**src/rtl/mem_pkg.sv**
```systemverilog
// Shared types and constants for the memory access unit.
package mem_pkg;

    typedef enum logic [1:0] {
        IDLE,
        REQ,
        DONE,
        ERR
    } mem_state_t;

    localparam int         WORD_BYTES = 4;
    localparam logic [1:0] ALIGN_MASK = 2'b11;

    function automatic logic is_misaligned(input logic [1:0] addr_lsb);
        return (addr_lsb & ALIGN_MASK) != 2'b00;
    endfunction

endpackage

```
**src/rtl/mem_wait_counter.sv**
```systemverilog
// Counts REQ cycles from zero; expired flags the last permitted wait cycle.
module mem_wait_counter #(
    parameter int TIMEOUT = 16
) (
    input  logic clk,
    input  logic reset_n,
    input  logic clr,
    input  logic en,
    output logic expired
);

    localparam int              CNT_W = $clog2(TIMEOUT + 1);
    localparam logic [CNT_W-1:0] LAST = CNT_W'(TIMEOUT - 1);

    logic [CNT_W-1:0] count;

    // Holds at LAST so the count can never wrap even if REQ lingers.
    always_ff @(posedge clk or negedge reset_n) begin
        if (!reset_n) begin
            count <= '0;
        end else if (clr) begin
            count <= '0;
        end else if (en && (count != LAST)) begin
            count <= count + CNT_W'(1);
        end
    end

    assign expired = (count == LAST);

endmodule

```
**src/rtl/mem_access_unit.sv**
```systemverilog
// Converts level MemRead/MemWrite strobes into single req/ack bus transactions
// with timeout, returning read data and a one-cycle MemDone pulse.
//
//   state | meaning
//   ------+--------------------------------------------------------------
//   IDLE  | waiting for an armed strobe; latches address/data on accept
//   REQ   | bus_req high, waiting for bus_ack or wait-counter expiry
//   DONE  | successful completion, MemDone for one cycle
//   ERR   | misaligned, conflicting strobes or timeout; MemDone+MemError
module mem_access_unit
    import mem_pkg::*;
#(
    parameter int DATA_W  = 32,
    parameter int ADDR_W  = 32,
    parameter int TIMEOUT = 16
) (
    input  logic              clk,
    input  logic              reset_n,
    input  logic              MemRead,
    input  logic              MemWrite,
    input  logic [ADDR_W-1:0] Address,
    input  logic [DATA_W-1:0] WriteData,
    output logic [DATA_W-1:0] ReadData,
    output logic              MemDone,
    output logic              MemBusy,
    output logic              MemError,
    output logic              bus_req,
    output logic              bus_we,
    output logic [ADDR_W-3:0] bus_addr,
    output logic [DATA_W-1:0] bus_wdata,
    input  logic [DATA_W-1:0] bus_rdata,
    input  logic              bus_ack
);

    localparam int LSB = $clog2(WORD_BYTES);

    mem_state_t state, state_nxt;

    logic              armed;
    logic              accept;
    logic              expired;
    logic [ADDR_W-1:LSB] addr_q;
    logic              we_q;
    logic [DATA_W-1:0] wdata_q;
    logic [DATA_W-1:0] rdata_q;
    logic              err_q;

    assign accept = (state == IDLE) && armed && (MemRead || MemWrite);

    mem_wait_counter #(
        .TIMEOUT (TIMEOUT)
    ) u_wait (
        .clk     (clk),
        .reset_n (reset_n),
        .clr     (state != REQ),
        .en      (state == REQ),
        .expired (expired)
    );

    always_ff @(posedge clk or negedge reset_n) begin
        if (!reset_n) begin
            state <= IDLE;
        end else begin
            state <= state_nxt;
        end
    end

    always_comb begin
        state_nxt = state;
        case (state)
            IDLE: begin
                if (accept) begin
                    if ((MemRead && MemWrite) || is_misaligned(Address[1:0])) begin
                        state_nxt = ERR;
                    end else begin
                        state_nxt = REQ;
                    end
                end
            end
            // Ack wins over expiry on the final wait cycle.
            REQ: begin
                if (bus_ack) begin
                    state_nxt = DONE;
                end else if (expired) begin
                    state_nxt = ERR;
                end
            end
            DONE:    state_nxt = IDLE;
            ERR:     state_nxt = IDLE;
            default: state_nxt = IDLE;
        endcase
    end

    always_comb begin
        bus_req = (state == REQ);
        MemDone = (state == DONE) || (state == ERR);
        MemBusy = (state != IDLE);
    end

    // armed re-arms only once both strobes have been seen low, so a strobe
    // still held after MemDone cannot start a second transaction.
    always_ff @(posedge clk or negedge reset_n) begin
        if (!reset_n) begin
            armed   <= 1'b1;
            addr_q  <= '0;
            we_q    <= 1'b0;
            wdata_q <= '0;
            rdata_q <= '0;
            err_q   <= 1'b0;
        end else begin
            if (accept) begin
                armed   <= 1'b0;
                addr_q  <= Address[ADDR_W-1:LSB];
                we_q    <= MemWrite;
                wdata_q <= WriteData;
                err_q   <= (state_nxt == ERR);
            end else if (!MemRead && !MemWrite) begin
                armed <= 1'b1;
            end
            if ((state == REQ) && bus_ack && !we_q) begin
                rdata_q <= bus_rdata;
            end
            if ((state == REQ) && !bus_ack && expired) begin
                err_q <= 1'b1;
            end
        end
    end

    assign ReadData  = rdata_q;
    assign MemError  = err_q;
    assign bus_addr  = addr_q;
    assign bus_we    = we_q;
    assign bus_wdata = wdata_q;

endmodule

```
**config.mk**
```make
export PLATFORM = sky130hd
export DESIGN_NAME = mem_access_unit
export DESIGN_NICKNAME = d
export VERILOG_FILES = /design/src/rtl/mem_pkg.sv /design/src/rtl/mem_wait_counter.sv /design/src/rtl/mem_access_unit.sv
export SDC_FILE = /design/constraint.sdc
export NUM_CORES = 1
export LEC_CHECK = 0
export ABC_AREA = 1
export ABC_CLOCK_PERIOD_IN_PS = 3500
export CORE_MARGIN = 3
export CORE_UTILIZATION = 44
export DETAILED_ROUTE_END_ITERATION = 6
export PLACE_DENSITY = 0.86
export SYNTH_ARGS = -nofsm -noshare
export SYNTH_HDL_FRONTEND = slang
export SYNTH_SLANG_ARGS = --single-unit
```
**constraint.sdc**
```tcl
create_clock -name clk -period 3.5 [get_ports clk]
set_clock_uncertainty 0.15 [all_clocks]
set_input_delay 0.525 -clock clk [delete_from_list [all_inputs] [get_ports clk]]
set_output_delay 0.525 -clock clk [all_outputs]
set_load 0.01 [all_outputs]
```
==> flow_metrics.env <==
export IMPL_setup_violations=0
export IMPL_syn_area_um2=4180
export IMPL_crit_path_end_kind="output port"
export IMPL_drive_above_1_share_pct=4.11
export IMPL_synthMuxAreaShare_pct=0
export IMPL_cts_resized=0
export IMPL_via_per_inst=4.74
export IMPL_fp_dieH_um=104
export IMPL_cts_sinks=104
export IMPL_post_cts_setup_buffer_count=0
export IMPL_drt_first_pass_iters=4
export IMPL_crit_arrival_ns=1.75
export IMPL_crit_chain="nor2_4, inv_1, clkdlybuf4s50_1"
export IMPL_r2r_cells=5
export IMPL_yosys_area_share_simple_pct=25.3
export IMPL_reg2reg_to="bus_wdata[23]"
export IMPL_highest_layer="met4"
export IMPL_nFillCells=669
export IMPL_synth_xor_area_share_pct=0
export IMPL_min_period_ns=2.43
export IMPL_cts_max_path_buffers=2
export IMPL_worst_setup_path_start_kind="flip-flop"
export IMPL_ys_seq_elements=104
export IMPL_peakVddDrop_mv=0.371
export IMPL_grt_pass1_vias=3653
export IMPL_routed_via_count=3714
export IMPL_timing_slew_headroom_pct=28.1
export IMPL_wl_met2_mm=5.23
export IMPL_routedWlPerCell_um=14.4
export IMPL_leakagePower_nw=3.13
export IMPL_core_area_um2=8980
export IMPL_wl_met3_mm=1.19
export IMPL_synth_compound_area_share_pct=4.72
export IMPL_yosys_top_cells_count="nand2_1 (171), dfrtp_1 (103), nand3_1 (65)"
export IMPL_cap_violations=0
export IMPL_yosysUniqueCellTypes=20
export IMPL_rows=34
export IMPL_synth_enable_flop_cells=0
export IMPL_die_area_um2=10700
export IMPL_worstPathMaxFanout=16
export IMPL_max_freq_mhz=412
export IMPL_clockRootBuffer="clkbuf_8"
export IMPL_io_pins=200
export IMPL_synth_seq_area_share_pct=62.2
export IMPL_final_setup_tns_ns=0
export IMPL_grt_max_degree=90
export IMPL_min_path_type="in2async"
export IMPL_yosysTopAreaCell="dfrtp_1"
export IMPL_gp_congestion=0.832
export IMPL_tightest_slew_ns=1.08
export IMPL_clk_latency_ns=0.35
export IMPL_slowest_delay_ns=0.49
export IMPL_numCtsBuffers=9
export IMPL_antenna_found_initial=0
export IMPL_start_util_pct=46.6
export IMPL_slowest_stage="clkdlybuf4s50_1"
export IMPL_min_period_over_period_pct=69.3
export IMPL_async_flop_share_pct=100
export IMPL_slew_viol_final=0
export IMPL_clkTransAtPathRegs_ns=0.10
export IMPL_syn_nets=568
export IMPL_fin_nets=756
export IMPL_yosysWarnings=0
export IMPL_grt_first_pass_wirelength_mm=18.4
export IMPL_cts_tree="built"
export IMPL_fin_hold_ws_ns=0.223
export IMPL_yosys_area_share_adder_pct=0.598
export IMPL_dp_hpwl_mm=8.23
export IMPL_synth_main_ff_cell="dfrtp_1"
export IMPL_post_route_util_pct=71.7
export IMPL_drt_initial_drc_count=190
export IMPL_status="finished, final reports clean"
export IMPL_track_usage_pct=21.0
export IMPL_r2r_slack_ns=1.10
export IMPL_syn_area_per_cell_um2=9.00
export IMPL_p_per_area_nw_per_um2=835
export IMPL_syn_inst=465
export IMPL_htree_levels=3
export IMPL_ant_nets=0
export IMPL_synth_top_family_by_area="simple AND/OR/NAND/NOR gates"
export IMPL_diodes=0
export IMPL_synth_top_cell_area_share_pct=61.6
export IMPL_place_port_buffers=199
export IMPL_r2r_start="state[1]"
export IMPL_synthTopCellsByArea="dfrtp_1 (62%), nand2_1 (15%), nand3_1 (7.8%)"
export IMPL_synth_most_common_cell="nand2_1"
export IMPL_grt_overflow_total=0
export IMPL_routed_wl_mm=11.3
export IMPL_area_growth_pct=53.9
export IMPL_ctsHoldBuffers=0
export IMPL_rsz0062_at_grt="no"
export IMPL_die_w_um=104
export IMPL_m1WireLength_mm=4.75
export IMPL_finalHoldViolations=0
export IMPL_required_ns=2.82
export IMPL_crit_type="reg2out"
export IMPL_drc=0
layout make-up:
| class | instances | area [µm²] | area share [%] |
|---|---|---|---|
| clock buffers | 10 | 128 | 1.98 |
| clock inverters | 5 | 58.8 | 0.913 |
| inverters | 41 | 154 | 2.39 |
| multi-input cells | 293 | 1300 | 20.2 |
| flip-flops and latches | 104 | 2600 | 40.4 |
| well taps | 126 | 158 | 2.45 |
| repair buffers | 204 | 2040 | 31.7 |
layout by cell type, fill, tap and decap left out:
cell type,instances
nand3_1,64
clkinvlp_4,2
dfrtp_1,103
clkbuf_8,9
nor2_4,3
clkinv_2,1
ha_1,2
a21oi_1,2
a211oi_1,1
buf_12,1
nand3_2,1
inv_2,1
and3_1,2
clkdlybuf4s50_1,198
clkinv_4,1
nand2_1,171
clkbuf_1,1
nand3_4,1
inv_1,40
nor2_1,9
dfstp_2,1
nor3_1,1
o21ai_0,4
buf_4,5
o21ai_1,32
bufinv_16,1
report_power, final:
part | internal [mW] | leakage (nW) | total (mW) | switching, mW
Sequential | 1.74 | 1.30 | 2.07 | 0.326
Clock | 0.327 | 0.0883 | 0.723 | 0.395
Combinational | 1.33 | 1.74 | 2.58 | 1.26
logic make-up after synthesis:
group / count (synthesis)
adder cells (fa/ha/maj): 2
buffers and inverters: 68
AO/OA/AOI/OAI: 39
flip-flops: 104
AND/OR/NAND/NOR: 252
worst max path at each step:
| stage | start | end | slack, ns | cells after the start |
|---|---|---|---|---|
| 2_1_floorplan | u_wait.count[0] | u_wait.count[3] | 1.82 | 9 |
| 3_3_place_gp | MemWrite | bus_wdata[29] | 0.93 | 7 |
| 3_5_place_dp | MemWrite | bus_wdata[23] | 0.88 | 7 |
| 4_1_cts | state[1] | MemBusy | 1.05 | 3 |
| 5_1_grt | state[1] | bus_addr[6] | 0.92 | 5 |
| 6_report | state[1] | MemBusy | 1.07 | 3 |
flip-flops by register name, summed over array words and instances (netlist names):
signal / cells
u_wait.count: 5
bus_addr: 30
ReadData: 32
bus_wdata: 32
armed: 1
state: 2
bus_we: 1
MemError: 1
per-layer routing:
layer	global-route usage, %	vias up
met5	0	-
met4	5.41	0
met3	6.90	11
met2	32.9	175
met1	28.4	1702
li1	-	1826
worst max-delay path, delay by kind of cell, from the launching register on:
family | cells | cell delay (ns)
buffers and inverters | 2 | 0.56
flip-flops | 1 | 0.47
AND/OR/NAND/NOR | 1 | 0.37
stage by stage:
stage	total power, mW	instance area (µm²)	instances	setup WS [ns]
4_1_cts	5.44	6440	783	1.05
3_5_place_dp	4.70	6250	768	0.875
3_3_place_gp	4.60	6250	768	0.925
5_1_grt	5.76	6440	783	0.921
6_report	5.38	6440	783	1.07
2_1_floorplan	3.22	4180	465	1.82
(Power assumes the default switching activity.)
==> patch 1, RTL diff (same settings) <==
`TIMEOUT` is set to 16 in 2 places; all go to 8.
--- a/src/rtl/mem_wait_counter.sv
+++ b/src/rtl/mem_wait_counter.sv
@@ -2,3 +2,3 @@
 module mem_wait_counter #(
-    parameter int TIMEOUT = 16
+    parameter int TIMEOUT = 8
 ) (
--- a/src/rtl/mem_access_unit.sv
+++ b/src/rtl/mem_access_unit.sv
@@ -14,3 +14,3 @@
     parameter int ADDR_W  = 32,
-    parameter int TIMEOUT = 16
+    parameter int TIMEOUT = 8
 ) (
Behaviour: not the same (Yosys sat finds a counterexample within 10 cycles, from zero or initial values and one cycle with reset_n low).
==> patch 1 against the unedited design <==
Via count is 0.16% lower. Maximum frequency is 6.0% higher. Power is 1.3% lower. Routed wire length is 3.1% higher. Worst setup slack better by 0.14 ns. Hold slack worse by 0.17 ns. Register-to-register slack better by 0.29 ns. Sequential cell count is 1 lower. Core utilization is 0.67 points lower. Final area is 1.4% lower. Largest power group unchanged. Combinational power hardly changed. Largest cell class unchanged. Sequential share of layout area is 0.18 points higher. Synthesized area is 0.81% lower.
==> patch 1: results (changes against the unedited design) <==
Status - finished clean (unchanged)
Syn_area_per_cell - 9.08 um^2 (was 9.00 um^2)
Critical Path Source - MemWrite (was state[1])
M2 GR Usage - 0.361 (was 0.329)
Fillers - 672 (was 669)
Worst vdd ir - 0.402 mV (was 0.371 mV)
Sequential cells - 103 (was 104)
Cell total after placement - 742 (was 768)
DPL Wire Length - 8510 um (was 8230 um)
Iter 0 DRT Violations - 170 (was 190)
Worst-Margin Slew - 0.676 ns (was 1.08 ns)
CP Capture Type - flop (was primary output)
First-pass GRT wire length - 18300 um (was 18400 um)
Synth top area cells - dfrtp_1 (62%), nand2_1 (15%), nand3_1 (8.2%), o21ai_1 (3.9%), inv_1 (3.6%) (was dfrtp_1 (62%), nand2_1 (15%), nand3_1 (7.8%), o21ai_1 (3.8%), inv_1 (3.6%))
LEAKAGE - 3.10 nW (was 3.13 nW)
Clock network area share - 0.0276 (was 0.0290)
Routability cong. - 0.760 (was 0.832)
R2R setup slack - 1.39 ns (was 1.10 ns)
Period minus WS final - 2.29 ns (was 2.43 ns)
Met3 Usage GRT - 0.0866 (was 0.0690)
Register area share after synthesis - 0.621 (was 0.622)
Avg WL per Cell - 15.3 um (was 14.4 um)
Vias in the first global route - 3755 (was 3653)
Clock buffer cells - 11 (was 10)
Placed Instance Area - 6170 um^2 (was 6250 um^2)
CP max-delay cell - nand3_2 (was clkdlybuf4s50_1)
Final design utilization - 0.711 (was 0.717)
Total GRT Usage - 0.220 (was 0.210)
Non-filler cells, final - 758 (was 783)
[patch 1: changes by cell type in the layout (fill, tap and decap cells not counted), sizes merged, moves of 2 or more]
| cell | unedited run | this run |
|---|---|---|
| and3 | 2 | 0 |
| nand2 | 171 | 168 |
| nand3 | 66 | 69 |
| nor2 | 12 | 8 |
[patch 1: where the power goes]
part	leakage (nW)	switching, mW	internal [mW]
Sequential	1.29	0.326	1.73
Clock	0.0853	0.390	0.278
Combinational	1.73	1.27	1.31
Total	3.10	1.98	3.32
[patch 1: layer usage]
layer	vias to the layer above	wire, um
met5	-	0
met4	0	97
met3	9	1360
met2	168	5650
met1	1732	4520
li1	1799	-
[patch 1: kinds of logic after synthesis]
family | Yosys count | synth area share
buffers and inverters | 68 | 0.0772
AOI/OAI and AO/OA | 38 | 0.0458
adders and majority gates | 1 | 0.00301
DFF | 103 | 0.621
xor gates and xnor gates | 2 | 0.00422
and+or+nand+nor | 245 | 0.248
==> patch 2, RTL diff (same flow settings) <==
Made on the original files. Re-encode `mem_state_t` (4 states) as one-hot, 4 bits wide.
--- a/src/rtl/mem_pkg.sv
+++ b/src/rtl/mem_pkg.sv
@@ -3,7 +3,7 @@
 
-    typedef enum logic [1:0] {
-        IDLE,
-        REQ,
-        DONE,
-        ERR
+    typedef enum logic [3:0] {
+        IDLE = 4'b0001,
+        REQ  = 4'b0010,
+        DONE = 4'b0100,
+        ERR  = 4'b1000
     } mem_state_t;
Check against the original RTL: same outputs for any inputs over 10 cycles, from zero or initial values and one cycle with reset_n low; not proved beyond that.
==> patch 2 against the unedited design <==
Worst setup slack got worse by 0.48 ns. Synthesized area rose by 2.3%. Critical path type unchanged. Power down 22%. Register-to-register slack improved by 0.59 ns. Global-route usage grew 1.5 points. Routed wire length increased by 7.4%. Sequential cell count is 2 higher. Cell count up 3.1%. Final area grew 1.4%.
==> patch 2: results (changes against the unedited design) <==
Critical Path AT - 2.23 ns (was 1.75 ns)
Largest net degree at the start of global routing - 91 (was 90)
Iter 0 DRT Violations - 187 (was 190)
Cell total after placement - 791 (was 768)
R2R Path End - bus_wdata[29] (was bus_wdata[23])
PortBufs - 199 (unchanged)
Register cell area after layout - 2660 um^2 (was 2600 um^2)
Status - finished clean (unchanged)
Synth top area cells - dfrtp_1 (61%), nand2_1 (23%), nand4_1 (5.0%), buf_6 (1.6%), buf_2 (1.4%) (was dfrtp_1 (62%), nand2_1 (15%), nand3_1 (7.8%), o21ai_1 (3.8%), inv_1 (3.6%))
Share of cells above drive strength 1 - 0.0501 (was 0.0411)
Cell Int Power - 2.81 mW (was 3.40 mW)
Nets@finish - 776 (was 756)
Via Count - 3970 (was 3714)
R2R setup slack - 1.69 ns (was 1.10 ns)
Worst hold slack - 0.206 ns (was 0.223 ns)
Syn_area_per_cell - 8.88 um^2 (was 9.00 um^2)
Highest net fanout along the worst path - 37 (was 16)
Worst vdd ir - 0.290 mV (was 0.371 mV)
Placed Instance Area - 6340 um^2 (was 6250 um^2)
Total GRT Usage - 0.225 (was 0.210)
Fillers - 728 (was 669)
Worst-Margin Slew - 1.08 ns (about the same)
Reg2reg path depth - 6 (was 5)
Register area share after synthesis - 0.620 (was 0.622)
Avg WL per Cell - 15.0 um (was 14.4 um)
Clock latency on the worst-skew pair - 0.36 ns
Slowest stage delay, CP - 0.68 ns (was 0.49 ns)
First-pass GRT wire length - 20000 um (was 18400 um)
DPL Wire Length - 8830 um (was 8230 um)
Routability cong. - 0.810 (was 0.832)
Root Driver - clkbuf_8 (unchanged)
LEAKAGE - 3.23 nW (was 3.13 nW)
Clk pin slew, worst setup/hold paths - 0.10 ns (about the same)
Post-synth net total - 585 (was 568)
Setup Buffers After CTS - 0 (unchanged)
Via density per instance - 4.92 (was 4.74)
Unique cell type count in the Yosys netlist - 21 (was 20)
Post-synth top cells - nand2_1 (266), dfrtp_1 (104), nand4_1 (34) (was nand2_1 (171), dfrtp_1 (103), nand3_1 (65))
R2r startpoint - state[0] (was state[1])
patch 2: cell families (layout without fill, tap and decap cells):
logic type / Yosys count / after routing / synth area share
flops: 106 / 106 / 0.620
compound gates: 6 / 6 / 0.00701
fa+ha+maj: 2 / 2 / 0.00584
buf+inv: 41 / 237 / 0.0508
simple gates: 327 / 327 / 0.316
patch 2: how the worst max path moves through the flow:
| stage | from | to | slack [ns] | cells after the start |
|---|---|---|---|---|
| final | state[3] | bus_req | 0.60 | 4 |
| after global routing | state[0] | bus_req | 0.45 | 4 |
| after CTS | state[0] | bus_req | 0.58 | 4 |
| after detailed placement | state[0] | bus_req | 1.0 | 4 |
| after global placement | state[3] | bus_req | 1.04 | 4 |
| after floorplan | u_wait.count[0] | u_wait.count[3] | 1.92 | 7 |
patch 2: cell type report:
type | instances | area share
sequential | 106 | 0.407
timing repair buffer | 206 | 0.315
inverter | 15 | 0.00862
tap | 129 | 0.0247
clock inverter | 6 | 0.00767
multi-input combinational | 335 | 0.217
clock buffer | 10 | 0.0211
patch 2: per-stage QoR:
stage | power, mW | setup slack, ns
after floorplan | 2.47 | 1.92
after global placement | 3.47 | 1.04
after detailed placement | 3.53 | 0.996
after CTS | 4.24 | 0.577
after global routing | 4.46 | 0.453
final | 4.20 | 0.596
patch 2: power groups by stage:
stage	Sequential [mW]	Clock, mW	Combinational [mW]
after global routing	1.86	0.783	1.82
final	1.81	0.708	1.68
after global placement	1.81	0	1.66
after CTS	1.81	0.729	1.71
after floorplan	2.01	0	0.460
after detailed placement	1.83	0	1.70
patch 2: per-layer routing:
layer / GRT usage / share of wire / vias to the layer above
met5: 0 / 0 / -
met4: 0.0750 / 0.018 / 0
met3: 0.0698 / 0.098 / 15
met2: 0.366 / 0.48 / 187
met1: 0.286 / 0.41 / 1875
li1: - / - / 1893
